===== src/rtl/led_trail_pwm_if.sv =====
// led_trail_pwm_if: signal bundle between the LED scanner and the trail/PWM stage.
//   led_in     scanner on/off pattern (may come from an unrelated clock)
//   enable     1 = run, 0 = blank outputs and clear brightness
//   led_out    PWM-modulated LED drive
//   decay_tick one-cycle pulse on each decay event
// master = scanner/board side, slave = led_trail_pwm.
interface led_trail_pwm_if #(
  parameter int N_LEDS = 8
);
  logic [N_LEDS-1:0] led_in;
  logic              enable;
  logic [N_LEDS-1:0] led_out;
  logic              decay_tick;

  modport master (output led_in, enable, input  led_out, decay_tick);
  modport slave  (input  led_in, enable, output led_out, decay_tick);
endinterface


===== src/rtl/led_trail_pwm.sv =====
// led_trail_pwm: turns the scanner on/off pattern into a fading trail.
// A lit input loads full brightness; after it drops, brightness decays by
// DECAY_STEP on each decay tick. Each channel is PWM-compared against a shared
// free-running counter.
// Ports:
//   clk   system clock, rising edge
//   rstn  synchronous active-low reset
//   bus   led_trail_pwm_if.slave (led_in, enable in; led_out, decay_tick out)

// Per-channel brightness register and PWM comparator.
module led_trail_lane #(
  parameter int PWM_BITS   = 8,
  parameter int DECAY_STEP = 32
) (
  input  logic                clk,
  input  logic                rstn,
  input  logic                enable,
  input  logic                led_s,
  input  logic                decay_tick,
  input  logic [PWM_BITS-1:0] pwm_cnt,
  output logic                led_out
);
  localparam logic [PWM_BITS-1:0] MAX  = '1;
  localparam logic [PWM_BITS-1:0] STEP = PWM_BITS'(DECAY_STEP);

  logic [PWM_BITS-1:0] bright;

  always_ff @(posedge clk) begin
    if (!rstn) begin
      bright  <= '0;
      led_out <= 1'b0;
    end else begin
      // load beats a coincident decay tick; subtract saturates at 0
      if (!enable)          bright <= '0;
      else if (led_s)       bright <= MAX;
      else if (decay_tick)  bright <= (bright > STEP) ? bright - STEP : '0;

      // MAX is forced on so full brightness never shows the one-cycle gap
      // that bright > pwm_cnt alone would leave at pwm_cnt==MAX
      led_out <= enable & ((bright == MAX) | (bright > pwm_cnt));
    end
  end
endmodule

module led_trail_pwm #(
  parameter int N_LEDS     = 8,
  parameter int PWM_BITS   = 8,
  parameter int DECAY_DIV  = 1048576,
  parameter int DECAY_STEP = 32
) (
  input  logic            clk,
  input  logic            rstn,
  led_trail_pwm_if.slave  bus
);
  localparam int              DIV_W    = (DECAY_DIV > 2) ? $clog2(DECAY_DIV) : 1;
  localparam logic [DIV_W-1:0] DIV_LAST = DIV_W'(DECAY_DIV - 1);

  logic [N_LEDS-1:0]   sync_q1;
  logic [N_LEDS-1:0]   led_s;
  logic [PWM_BITS-1:0] pwm_cnt;
  logic [DIV_W-1:0]    div_cnt;
  logic                decay_tick_q;
  logic [N_LEDS-1:0]   led_out_q;

  // 2-flop synchronizer on led_in plus shared counters; counters keep
  // running while enable is low so PWM phase is unaffected by blanking
  always_ff @(posedge clk) begin
    if (!rstn) begin
      sync_q1      <= '0;
      led_s        <= '0;
      pwm_cnt      <= '0;
      div_cnt      <= '0;
      decay_tick_q <= 1'b0;
    end else begin
      sync_q1      <= bus.led_in;
      led_s        <= sync_q1;
      pwm_cnt      <= pwm_cnt + PWM_BITS'(1);
      div_cnt      <= (div_cnt == DIV_LAST) ? '0 : div_cnt + DIV_W'(1);
      decay_tick_q <= (div_cnt == DIV_LAST);
    end
  end

  for (genvar i = 0; i < N_LEDS; i++) begin : g_lane
    led_trail_lane #(
      .PWM_BITS  (PWM_BITS),
      .DECAY_STEP(DECAY_STEP)
    ) u_lane (
      .clk       (clk),
      .rstn      (rstn),
      .enable    (bus.enable),
      .led_s     (led_s[i]),
      .decay_tick(decay_tick_q),
      .pwm_cnt   (pwm_cnt),
      .led_out   (led_out_q[i])
    );
  end

  assign bus.led_out    = led_out_q;
  assign bus.decay_tick = decay_tick_q;
endmodule

===== src/flat_wrapper.sv =====
// flat-port wrapper written by rule: the top's interface ports become plain ports
module led_trail_pwm_flat 
#(
  parameter int N_LEDS     = 8,
  parameter int PWM_BITS   = 8,
  parameter int DECAY_DIV  = 1048576,
  parameter int DECAY_STEP = 32
)
  (clk, rstn, bus_led_in, bus_enable, bus_led_out, bus_decay_tick);
  led_trail_pwm_if #(.N_LEDS(N_LEDS)) bus_i ();
  input  logic clk;
  input  logic rstn;
  input wire logic [$bits(bus_i.led_in)-1:0] bus_led_in;
  input wire logic [$bits(bus_i.enable)-1:0] bus_enable;
  output wire logic [$bits(bus_i.led_out)-1:0] bus_led_out;
  output wire logic [$bits(bus_i.decay_tick)-1:0] bus_decay_tick;
  assign bus_i.led_in = bus_led_in;
  assign bus_i.enable = bus_enable;
  assign bus_led_out = bus_i.led_out;
  assign bus_decay_tick = bus_i.decay_tick;
  led_trail_pwm #(.N_LEDS(N_LEDS), .PWM_BITS(PWM_BITS), .DECAY_DIV(DECAY_DIV), .DECAY_STEP(DECAY_STEP)) u_core (.clk(clk), .rstn(rstn), .bus(bus_i));
endmodule

===== config.mk =====
export PLATFORM = sky130hd
export DESIGN_NAME = led_trail_pwm_flat
export DESIGN_NICKNAME = d
export VERILOG_FILES = /design/src/rtl/led_trail_pwm_if.sv /design/src/rtl/led_trail_pwm.sv /design/src/flat_wrapper.sv
export SDC_FILE = /design/constraint.sdc
export NUM_CORES = 1
export LEC_CHECK = 0
export CAP_MARGIN = 20
export CORE_MARGIN = 4
export CORE_UTILIZATION = 38
export DETAILED_ROUTE_END_ITERATION = 16
export GPL_ROUTABILITY_DRIVEN = 0
export MAX_ROUTING_LAYER = met4
export PLACE_DENSITY_LB_ADDON = 0.3
export SYNTH_ARGS = -nofsm -noshare
export SYNTH_HDL_FRONTEND = slang
export SYNTH_SLANG_ARGS = --single-unit

===== constraint.sdc =====
create_clock -name clk -period 2.28 [get_ports clk]
set_input_delay 0.228 -clock clk [delete_from_list [all_inputs] [get_ports clk]]
set_output_delay 0.228 -clock clk [all_outputs]
set_load 0.1 [all_outputs]

# --- After elaboration in Yosys (flattened, before gate mapping) ---
# Index checks and enable logic that the tools add are counted.
classes:
  muxes: 24
  reduce_logical: 10
  shifts: 0
  n_bitwise: 17
  addsub: 10
  div_mod_pow: 0
  eq_ne: 9
  n_lt_le_gt_ge: 16
  n_mul: 0
ops:
  columns: ["op", "n"]
  rows:
  - ["$mux W8", 24]
  - ["$eq A8 B8 Y1 const B", 8]
  - ["$gt A8 B6 Y1 const B", 8]
  - ["$gt A8 B8 Y1", 8]
  - ["$sub A8 B6 Y8 const B", 8]
  - ["$add A20 B1 Y20 const B", 1]
  - ["$eq A20 B20 Y1 const B", 1]
  - ["$reduce_bool A2 Y1", 8]
  - ["$add A8 B1 Y8 const B", 1]
  - ["$and A1 B1 Y1", 8]
  - ["$or A1 B1 Y1", 8]
  - ["$reduce_and A2 Y1", 1]
  - ["$reduce_or A2 Y1", 1]
  - ["$not A1 Y1", 1]
word_totals:
  latch_bits: 0
  mem_bits_rw: 0
  word_cells: 107
  reg_bits: 117
  romBits: 0
  n_memories: 0
  inputBits: 11

# --- Logic depth before layout (Yosys ltp) ---
# Gate-level depths: netlist of the first run.
logic_depth:
  ltp_word: 4
  depth_mapped: 7
  depth_no_buf: 6

# --- Hierarchy ---
# A second synthesis of the first run with hierarchy kept.
hier_totals:
  hier_cells: 602
  area_unflattened_um2: 5103.6
by_module_without_submodules:
  columns: ["mod", "area_per_inst_um2", "cells_per_inst", "seq_area_each_um2", "instances"]
  rows:
  - ["led_trail_lane", 427.9, 54, 100.1, 8]
  - ["led_trail_pwm", 1680.4, 170, 900.9, 1]

# --- Least setup slack after synthesis of the first run ---
# No wires, ideal clock.
synth_path:
  path_type: "reg-to-reg"
  startpoint: "reg u_core.decay_tick_q (netlist: u_core.bus.decay_tick)"
  endpoint: "reg u_core.g_lane[1].u_lane.bright[5]"
  setup_time_ps: 65
  stages_incl_launch_ff: 7
  slack_ps: 345
  synth_period_minus_slack_ps: 1935
  arrival_ps: 1870
  cell_sequence: "dfxtp_1 > clkbuf_1 > clkbuf_1 > o21ai_0 > nor2_1 > a211oi_1 > nor2_1"
synth_between:
  elab_chain_cells: 1
synth_rtl:
  columns: ["element", "line_no", "rtl"]
  rows:
  - ["start: declaration", "led_trail_pwm.sv:62", "logic decay_tick_q;"]
  - ["start signal: assignment", "led_trail_pwm.sv:79", "decay_tick_q <= (div_cnt == DIV_LAST);"]
  - ["$reduce_bool A2 Y1 (no line)", null, null]
  - ["end signal: assignment", "led_trail_pwm.sv:36", "else if (decay_tick) bright <= (bright > STEP) ? bright - STEP : '0;"]
  - ["end: declaration", "led_trail_pwm.sv:26", "logic [PWM_BITS-1:0] bright;"]
# Every way passes these cells.
# A chain may end at the register's enable or synchronous reset.

# --- Worst setup path after layout of the first run ---
layout_path:
  startpoint: "reg u_core.div_cnt[0]"
  endpoint: "reg u_core.div_cnt[18]"
layout_between:
  elab_chain_cells: 2
  word_cells_on_any_way: 3
  classes_between: "add/sub (1); eq/ne (1); reduce/logical (1)"
layout_rtl:
  columns: ["element", "line_no", "rtl"]
  rows:
  - ["start: declaration", "led_trail_pwm.sv:61", "logic [DIV_W-1:0] div_cnt;"]
  - ["start signal: assignment", "led_trail_pwm.sv:78", "div_cnt <= (div_cnt == DIV_LAST) ? '0 : div_cnt + DIV_W'(1);"]
  - ["branches (longest 2 deep; another with $add A20 B1 Y20)", null, null]
# Parallel ways; which one is timed is not known.

==> results.sh, run 1 <==
export IMPL_status="finished, final reports clean"
export IMPL_met3_length_um=295
export IMPL_grt_pass1_wl_um=16780
export IMPL_slowest_stage="or4_1"
export IMPL_syn_inst=562
export IMPL_path_buf_inv=0
export IMPL_numCtsBuffers=9
export IMPL_power_total_mw=3.339
export IMPL_ios=20
export IMPL_avgRoutedWirePerCell_um=13.47
export IMPL_worstSetupPathType="reg2reg"
export IMPL_syn_to_final_growth_pct=11.93
export IMPL_fmax_ghz=0.5540
export IMPL_drive_gt1_frac=0.05199
export IMPL_grt_setup_unrepaired="false"
export IMPL_crit_chain="ha_1 > and3_1 > nand4_4 > or4_1 > a21oi_1"
export IMPL_synth_top_area_cell="dfxtp_1"
export IMPL_crit_fanout=11
export IMPL_ctsLongestPathBuffers=2
export IMPL_core_rowCount=40
export IMPL_die_h_um=120.5
export IMPL_yosysSeqAreaShare=0.3536
export IMPL_ctsHoldBuffers=0
export IMPL_routedLengthMet1_um=4736
export IMPL_finalSetupViolations=0
export IMPL_clock_sinks=85
export IMPL_layout_min_cycle_time_ps=1805
export IMPL_ant_nets=0
export IMPL_vias=3953
export IMPL_ctsHtreeMaxLevel=3
export IMPL_cp_start_kind="flop"
export IMPL_dieArea_mm2=0.01453
export IMPL_synth_most_common_cell="a21oi_1"
export IMPL_leakage_nw=2.076
export IMPL_fin_setup_tns_ps=0
export IMPL_cts_reportedPaths_clkPinSlew_ps=60
export IMPL_cts_tree="yes"
export IMPL_synth_edff_count=0
export IMPL_critPathMaxStageDelay_ps=530
export IMPL_top_layer="met4"
export IMPL_synth_top_cells_by_count="a21oi_1, dfxtp_1, ha_1, nor2_1, inv_1"
export IMPL_wl_um=10040
export IMPL_grt_util_all_layers=0.1453
export IMPL_antenna_found_initial=0
export IMPL_synth_seq_cells=85
export IMPL_io_buffers=19
export IMPL_mappedNetlistNets=647
export IMPL_final_hold_viol_count=0
export IMPL_avgViaCountPerCell=5.306
export IMPL_met2_length_um=4856
export IMPL_dr_pass1_iters=4
export IMPL_grt_pass1_vias=3668
export IMPL_timing_final_crit_share=0.7917
export IMPL_p_per_area_mw_per_mm2=619.8
export IMPL_grt_max_degree=39
export IMPL_drc=0
export IMPL_nFillCells=1228
export IMPL_netlist_area_mm2=0.004812
export IMPL_critPathArrivalTime_ps=2060
export IMPL_fin_cells=745
export IMPL_die_width_um=120.5
export IMPL_synth_top_area_share=0.3536
export IMPL_drv_slew=0
export IMPL_max_vdd_ir_drop_uv=594.4
export IMPL_fin_skew_ps=4.332
export IMPL_maxCapViolCount=0
export IMPL_required_ps=2540
export IMPL_drt_iter0_markers=225
export IMPL_hpwl_um=7093
export IMPL_cts_resized=0
export IMPL_gr_total_overflow=0
export IMPL_cts_setup_buffers=0
export IMPL_hold_class="reg2reg"
export IMPL_tightest_slew_ps=711.1
export IMPL_netlist_top_cells_area="dfxtp_1, ha_1, a21oi_1"
export IMPL_synth_cell_types=34
export IMPL_start_util=0.3941
export IMPL_final_nets=658
export IMPL_core_area_mm2=0.01221
export IMPL_clock_root_buffer="clkbuf_16"
export IMPL_slew_headroom=0.5254
export IMPL_num_antenna_cells=0
export IMPL_syn_area_per_cell_um2=8.562
export IMPL_async_flop_share=0
export IMPL_dp_cells=730
export IMPL_clkLatencyLatePin_ps=330
export IMPL_cpLargestDelayFamily="simple AND/OR/NAND/NOR gates"
export IMPL_end_kind="flop"
export IMPL_yosys_most_used_dff="dfxtp_1"
export IMPL_yosysWarnings=0
sequential cells by signal, indices dropped and copies added (netlist names):
| name | count |
|---|---|
| u_core.sync_q1 | 8 |
| u_core.led_s | 8 |
| u_core.pwm_cnt | 8 |
| u_core.bus.decay_tick | 1 |
| u_core.g_lane.u_lane.bright | 32 |
| u_core.g_lane.u_lane.led_out | 8 |
| u_core.div_cnt | 20 |
metal layers:
layer | vias up | GRT usage
met5 | - | -
met4 | 0 | 0.03683
met3 | 11 | 0.03368
met2 | 54 | 0.2550
met1 | 1858 | 0.1680
li1 | 2030 | -
area by class of cell:
class / instances / area (um2) / area share
clock buffer: 11 / 242.7 / 0.04506
tap: 168 / 210.2 / 0.03902
inverter: 41 / 153.9 / 0.02857
multi-input combinational: 412 / 2823 / 0.5240
clock inverter: 4 / 25.02 / 0.004646
timing repair buffer: 24 / 230.2 / 0.04274
sequential: 85 / 1702 / 0.3159
worst register-to-register path: stages, from the launching register on:
cell,delay (ps)
dfxtp_1,370
ha_1,190
and3_1,290
nand4_4,200
or4_1,540
a21oi_1,150
placed cells by master, fill, tap and decap left out, types with 3 or more instances in the layout:
cell type,Yosys,layout
a211oi_1,12,12
a21oi_1,90,90
and2_1,18,18
and3_1,3,3
and4_1,3,3
buf_4,9,12
clkbuf_16,0,9
clkdlybuf4s50_1,0,10
dfxtp_1,85,85
ha_1,74,74
inv_1,41,41
nand2_1,26,26
nand3_1,10,10
nand4_1,27,27
nor2_1,49,49
nor2b_1,8,8
nor3_1,13,13
o211ai_1,17,17
o21a_1,6,6
o21ai_0,15,15
or3_1,12,12
xnor2_1,10,10
xor2_1,7,7
worst paths after layout:
check	startpoint	to	slack [ps]	depth (start not counted)
worst max register to register	u_core.div_cnt[0]$_SDFF_PP0_	u_core.div_cnt[18]$_SDFF_PP0_	470	5
worst max-delay path	u_core.div_cnt[0]$_SDFF_PP0_	u_core.div_cnt[18]$_SDFF_PP0_	470	5
worst min register to register	u_core.sync_q1[2]$_SDFF_PN0_	u_core.led_s[2]$_SDFF_PN0_	430	1
worst min-delay path	u_core.sync_q1[2]$_SDFF_PN0_	u_core.led_s[2]$_SDFF_PN0_	430	1
power breakdown:
group          total, mW  switching (mW)  internal, mW
Combinational      0.425           0.255         0.169
Sequential          1.58          0.0472          1.53
Clock               1.33           0.574         0.758
kinds of logic after synthesis:
logic type,share of synthesized area
xor+xnor,0.03094
simple gates,0.1836
flops,0.3536
fa+ha+maj,0.1924
buf+inv,0.05980
compound gates,0.1797
stage by stage:
| step | instance area, um2 | hold slack, ps | util | setup WS, ps |
|---|---|---|---|---|
| 2_1_floorplan | 4812 | 355.3 | - | 345.4 |
| 3_3_place_gp | 5119 | 415.1 | 0.4192 | 520.0 |
| 3_5_place_dp | 5119 | 421.5 | 0.4192 | 477.0 |
| 4_1_cts | 5386 | 431.4 | 0.4411 | 454.5 |
| 5_1_grt | 5386 | 452.1 | 0.4411 | 319.7 |
| 6_report | 5386 | 434.0 | 0.4411 | 474.9 |
Power figures use the tool's default switching activity.
==> run 2, diff against run 1 <==
==> constraint.sdc (replaced) <==
create_clock -name clk -period 1.81 [get_ports clk]
set_input_delay 0.181 -clock clk [delete_from_list [all_inputs] [get_ports clk]]
set_output_delay 0.181 -clock clk [all_outputs]
set_load 0.1 [all_outputs]
==> run 2 against run 1 <==
- flip-flop and latch count stayed put
- maximum frequency is 5.6% higher
- sequential share of layout area is 0.58 points lower
- via count is 1.4% higher
- final cell count is 1.1% higher
- die area stayed put
- hold slack worse by 9.4 ps
- total power is 33% higher
- combinational power is 27% higher
- register-to-register slack worse by 370 ps
- largest cell class unchanged
==> results.sh, run 2 (synthesis gave the netlist of run 1 again) <==
export IMPL_p_sw_frac=0.2489
export IMPL_hpwl_um=7338
export IMPL_leakage_nw=2.132
export IMPL_clockPowerShare=0.429
export IMPL_final_hold_viol_count=0
export IMPL_clkLatencyLatePin_ps=340
export IMPL_avgRoutedWirePerCell_um=13.64
export IMPL_ant_nets=0
export IMPL_grt_pass1_wl_um=18020
export IMPL_critPathArrivalTime_ps=1910
export IMPL_cts_setup_buffers=0
export IMPL_cts_reportedPaths_clkPinSlew_ps=60
export IMPL_p_per_area_mw_per_mm2=807.3
export IMPL_final_nets=665
export IMPL_timing_final_ws_setup_ps=99.96
export IMPL_antenna_found_initial=0
export IMPL_p_int_mw=3.330
export IMPL_ios=20
export IMPL_drive_gt1_frac=0.06838
export IMPL_place_ws_ps=93.71
export IMPL_top_register="u_core.g_lane.u_lane.bright"
export IMPL_postLayoutCoreUtil=0.4497
export IMPL_grt_use_met1=0.1867
export IMPL_power_total_mw=4.433
export IMPL_largestRegisters="u_core.g_lane.u_lane.bright: 32 flops, u_core.div_cnt: 20 flops"
export IMPL_hold_class="reg2reg"
export IMPL_fin_skew_ps=7.330
export IMPL_grt_setup_unrepaired="false"
export IMPL_status="finished, final reports clean"
export IMPL_grt_util_all_layers=0.1566
export IMPL_num_antenna_cells=0
export IMPL_drv_slew=0
export IMPL_maxCapViolCount=0
export IMPL_grtUsageMet3=0.04303
export IMPL_slew_headroom=0.5168
export IMPL_die_width_um=120.5
export IMPL_core_rowCount=40
export IMPL_ctsHtreeMaxLevel=3
export IMPL_avgViaCountPerCell=5.323
export IMPL_use_met2=0.2627
export IMPL_ctsLongestPathBuffers=2
export IMPL_max_vdd_ir_drop_uv=664.9
export IMPL_crit_fanout=9
export IMPL_io_buffers=19
export IMPL_layout_min_cycle_time_ps=1710
export IMPL_wl_um=10270
export IMPL_power_frac_comb=0.122
export IMPL_dp_cells=737
export IMPL_finalSetupViolations=0
export IMPL_clock_sinks=85
export IMPL_timing_final_crit_share=0.9448
export IMPL_clock_root_buffer="clkbuf_16"
export IMPL_grt_pass1_vias=3955
export IMPL_busiest_layer="met2"
export IMPL_die_h_um=120.5
export IMPL_vias=4008
export IMPL_numCtsBuffers=9
export IMPL_gr_total_overflow=0
export IMPL_cp_start_kind="flop"
export IMPL_fin_cells=753
export IMPL_p_sw_mw=1.103
export IMPL_start_util=0.3941
export IMPL_tightest_slew_ps=724.1
export IMPL_worstSetupPathType="reg2reg"
export IMPL_syn_to_final_growth_pct=14.12
export IMPL_nFillCells=1186
export IMPL_cts_tree="yes"
export IMPL_drt_iter0_markers=194
export IMPL_core_area_mm2=0.01221
export IMPL_end_kind="flop"
export IMPL_required_ps=2010
export IMPL_final_cell_mix="a21oi_1, dfxtp_1, ha_1"
export IMPL_drc=0
export IMPL_fmax_ghz=0.5848
export IMPL_fin_setup_tns_ps=0
export IMPL_pwr_share_seq=0.449
export IMPL_mostFrequentLayoutCell="a21oi_1"
export IMPL_grt_max_degree=39
export IMPL_dr_pass1_iters=4
export IMPL_dieArea_mm2=0.01453
export IMPL_largest_reg_flops=32
[run 2: cell count changes in the layout (fill, tap and decap cells not counted), sizes merged]
cell / delta
buf: +7
bufinv: +1
clkbuf: +2
clkinv: -1
clkinvlp: -1
[run 2: final timing paths]
path              slack [ps]  cells past startpoint                          from                                         end
hold reg to reg          420                      1  u_core.sync_q1[3]$_SDFF_PN0_                  u_core.led_s[3]$_SDFF_PN0_
setup reg to reg         100                      5  u_core.pwm_cnt[4]$_SDFF_PN0_  u_core.g_lane[1].u_lane.led_out$_SDFF_PN0_
hold / removal           420                      1  u_core.sync_q1[3]$_SDFF_PN0_                  u_core.led_s[3]$_SDFF_PN0_
setup / recovery         100                      5  u_core.pwm_cnt[4]$_SDFF_PN0_  u_core.g_lane[1].u_lane.led_out$_SDFF_PN0_
[run 2: metrics by stage]
| step | hold slack, ps | instance area (um2) |
|---|---|---|
| final | 424.6 | 5492 |
| after CTS | 414.0 | 5485 |
| after detailed placement | 421.1 | 5172 |
| after global placement | 415.0 | 5172 |
| after floorplan | 308.3 | 4813 |
| after global routing | 409.1 | 5492 |
[run 2: layout make-up]
| cell class | count | area, um2 | area share |
|---|---|---|---|
| multi-input cells | 412 | 2829 | 0.5152 |
| flip-flops and latches | 85 | 1703 | 0.3101 |
| repair buffers | 31 | 282.8 | 0.05149 |
| clock buffers | 13 | 270.3 | 0.04921 |
| well taps | 168 | 210.2 | 0.03828 |
| inverters | 41 | 153.9 | 0.02802 |
| clock inverters | 3 | 42.54 | 0.007747 |
[run 2: what timing repair did]
action	CTS	global route
hold buffers	0	0
setup endpoints to repair	0	6
resized for setup	0	2
hold endpoints to repair	0	0
[run 2: per-layer routing]
layer / wire, um / part of all wire
met4: 118 / 0.011
met1: 4876 / 0.47
met2: 4929 / 0.48
met3: 349 / 0.034
met5: 0 / 0
[run 2: worst max-delay path, cell delays in order, from the launching register on]
cell      delay, ps
dfxtp_1         350
inv_1           230
ha_1            360
nand4_1         130
o311ai_0        410
a21oi_1         100
[run 2: power groups by stage]
| stage | registers [mW] | logic [mW] | clock network (mW) |
|---|---|---|---|
| global route | 2.00 | 0.609 | 2.05 |
| floorplan | 2.01 | 0.430 | 0 |
| CTS | 1.99 | 0.543 | 1.96 |
| detailed placement | 2.03 | 0.539 | 0 |
| finish | 1.99 | 0.539 | 1.90 |
| global placement | 2.03 | 0.518 | 0 |
==> run 3, diff against run 2 <==
--- a/config.mk
+++ b/config.mk
@@ -6,6 +6,8 @@
 export NUM_CORES = 1
 export LEC_CHECK = 0
 export CAP_MARGIN = 20
+export CELL_PAD_IN_SITES_DETAIL_PLACEMENT = 1
+export CELL_PAD_IN_SITES_GLOBAL_PLACEMENT = 2
 export CORE_MARGIN = 4
 export CORE_UTILIZATION = 38
 export DETAILED_ROUTE_END_ITERATION = 16
==> constraint.sdc (replaced) <==
create_clock -name clk -period 2.16 [get_ports clk]
set_input_delay 0.216 -clock clk [delete_from_list [all_inputs] [get_ports clk]]
set_output_delay 0.216 -clock clk [all_outputs]
set_load 0.1 [all_outputs]
==> run 3 against run 2 <==
- register-to-register slack improved by 230 ps
- worst setup slack improved by 230 ps
- design area shrank 1.0%
- total power shrank 15%
- global-route usage grew 1.7 points
- first-iteration DRC count shrank 19%
- maximum frequency shrank 6.5%
- sequential power fell by 16%
- non-clock buffer count fell by 6
- clock power shrank 13%
- critical path depth is the same
- largest cell class unchanged
==> results.sh, run 3 (synthesis gave the netlist of run 1 again) <==
export IMPL_status="finished, final reports clean"
export IMPL_largestRegisters="u_core.g_lane.u_lane.bright: 32 flops, u_core.div_cnt: 20 flops"
export IMPL_final_cell_mix="a21oi_1, dfxtp_1, ha_1"
export IMPL_vias=3980
export IMPL_dp_cells=731
export IMPL_core_area_mm2=0.01221
export IMPL_max_vdd_ir_drop_uv=493.4
export IMPL_power_total_mw=3.783
export IMPL_core_rowCount=40
export IMPL_maxCapViolCount=0
export IMPL_fmax_ghz=0.5469
export IMPL_start_util=0.3941
export IMPL_ff2ff_path_depth=5
export IMPL_grt_pass1_vias=4093
export IMPL_cts_reportedPaths_clkPinSlew_ps=70
export IMPL_layout_min_cycle_time_ps=1828
export IMPL_avgRoutedWirePerCell_um=15.44
export IMPL_grt_util_all_layers=0.1740
export IMPL_required_ps=2450
export IMPL_io_buffers=19
export IMPL_ios=20
export IMPL_dr_pass1_iters=4
export IMPL_ctsHtreeMaxLevel=3
export IMPL_top_register="u_core.g_lane.u_lane.bright"
export IMPL_final_nets=659
export IMPL_ctsLongestPathBuffers=2
export IMPL_clock_sinks=85
export IMPL_end_kind="flop"
export IMPL_place_ws_ps=329.9
export IMPL_cts_setup_buffers=0
export IMPL_ant_nets=0
export IMPL_leakage_nw=2.107
export IMPL_timing_final_crit_share=0.8465
export IMPL_tightest_slew_ps=758.7
export IMPL_clkLatencyLatePin_ps=350
export IMPL_postLayoutCoreUtil=0.4452
export IMPL_largest_reg_flops=32
export IMPL_finalSetupViolations=0
export IMPL_num_antenna_cells=0
export IMPL_gr_total_overflow=0
export IMPL_mostFrequentLayoutCell="a21oi_1"
export IMPL_drv_slew=0
export IMPL_critPathArrivalTime_ps=2120
export IMPL_r2r_start="u_core.div_cnt[0]$_SDFF_PP0_"
export IMPL_dieArea_mm2=0.01453
export IMPL_hold_class="reg2reg"
export IMPL_wl_um=11530
export IMPL_crit_start="u_core.div_cnt[0]$_SDFF_PP0_"
export IMPL_numCtsBuffers=9
export IMPL_final_hold_viol_count=0
export IMPL_cts_tree="yes"
export IMPL_grt_setup_unrepaired="false"
export IMPL_clock_root_buffer="clkbuf_16"
export IMPL_die_h_um=120.5
export IMPL_fin_skew_ps=9.650
export IMPL_antenna_found_initial=0
export IMPL_drc=0
export IMPL_hold_start="u_core.sync_q1[3]$_SDFF_PN0_"
export IMPL_grt_pass1_wl_um=19850
export IMPL_drt_iter0_markers=157
export IMPL_ctsHoldBuffers=0
export IMPL_syn_to_final_growth_pct=12.97
export IMPL_cp_start_kind="flop"
export IMPL_hpwl_um=8312
export IMPL_p_per_area_mw_per_mm2=695.8
export IMPL_fin_cells=747
export IMPL_crit_fanout=11
export IMPL_timing_final_ws_setup_ps=331.7
export IMPL_avgViaCountPerCell=5.328
export IMPL_cts_resized=0
export IMPL_worstSetupPathType="reg2reg"
export IMPL_drive_gt1_frac=0.05699
export IMPL_r2r_slack_ps=330
export IMPL_worstHoldPathCells=1
export IMPL_die_width_um=120.5
export IMPL_grt_max_degree=39
export IMPL_slew_headroom=0.4937
export IMPL_fin_setup_tns_ps=0
-- run 3: routing by layer --
layer / global-route usage / wire (um)
met5: - / 0
met4: 0.05170 / 137
met3: 0.03742 / 238
met2: 0.2819 / 5522
met1: 0.2192 / 5631
-- run 3: worst paths after layout --
check | end
min reg2reg | u_core.led_s[3]$_SDFF_PN0_
max reg2reg | u_core.div_cnt[18]$_SDFF_PP0_
max | u_core.div_cnt[18]$_SDFF_PP0_
min | u_core.led_s[3]$_SDFF_PN0_
-- run 3: cell type report --
| cell class | instances | area, um2 |
|---|---|---|
| fill | 1482 | 6775 |
| multi-input combinational | 412 | 2823 |
| sequential | 85 | 1702 |
| timing repair buffer | 25 | 237.7 |
| clock buffer | 9 | 225.2 |
| tap | 168 | 210.2 |
| inverter | 41 | 153.9 |
| clock inverter | 7 | 85.08 |
-- run 3: worst max-delay path: stages (launching register included) --
cell and delay [ps]:
dfxtp_1 370, ha_1 190, and3_1 310, nand4_4 200
or4_1 540, a21oi_1 150
-- run 3: report_power, final --
group | internal, mW | switching, mW | leakage, nW
Combinational | 0.182 | 0.275 | 1.26
Sequential | 1.62 | 0.0515 | 0.692
Clock | 0.926 | 0.731 | 0.154
Total | 2.73 | 1.06 | 2.11
-- run 3: per-stage QoR --
stage	hold slack, ps	cell area (um2)
global route	434.8	5436
floorplan	343.3	4812
finish	431.0	5436
detailed placement	421.8	5126
CTS	423.2	5436
global placement	412.7	5126
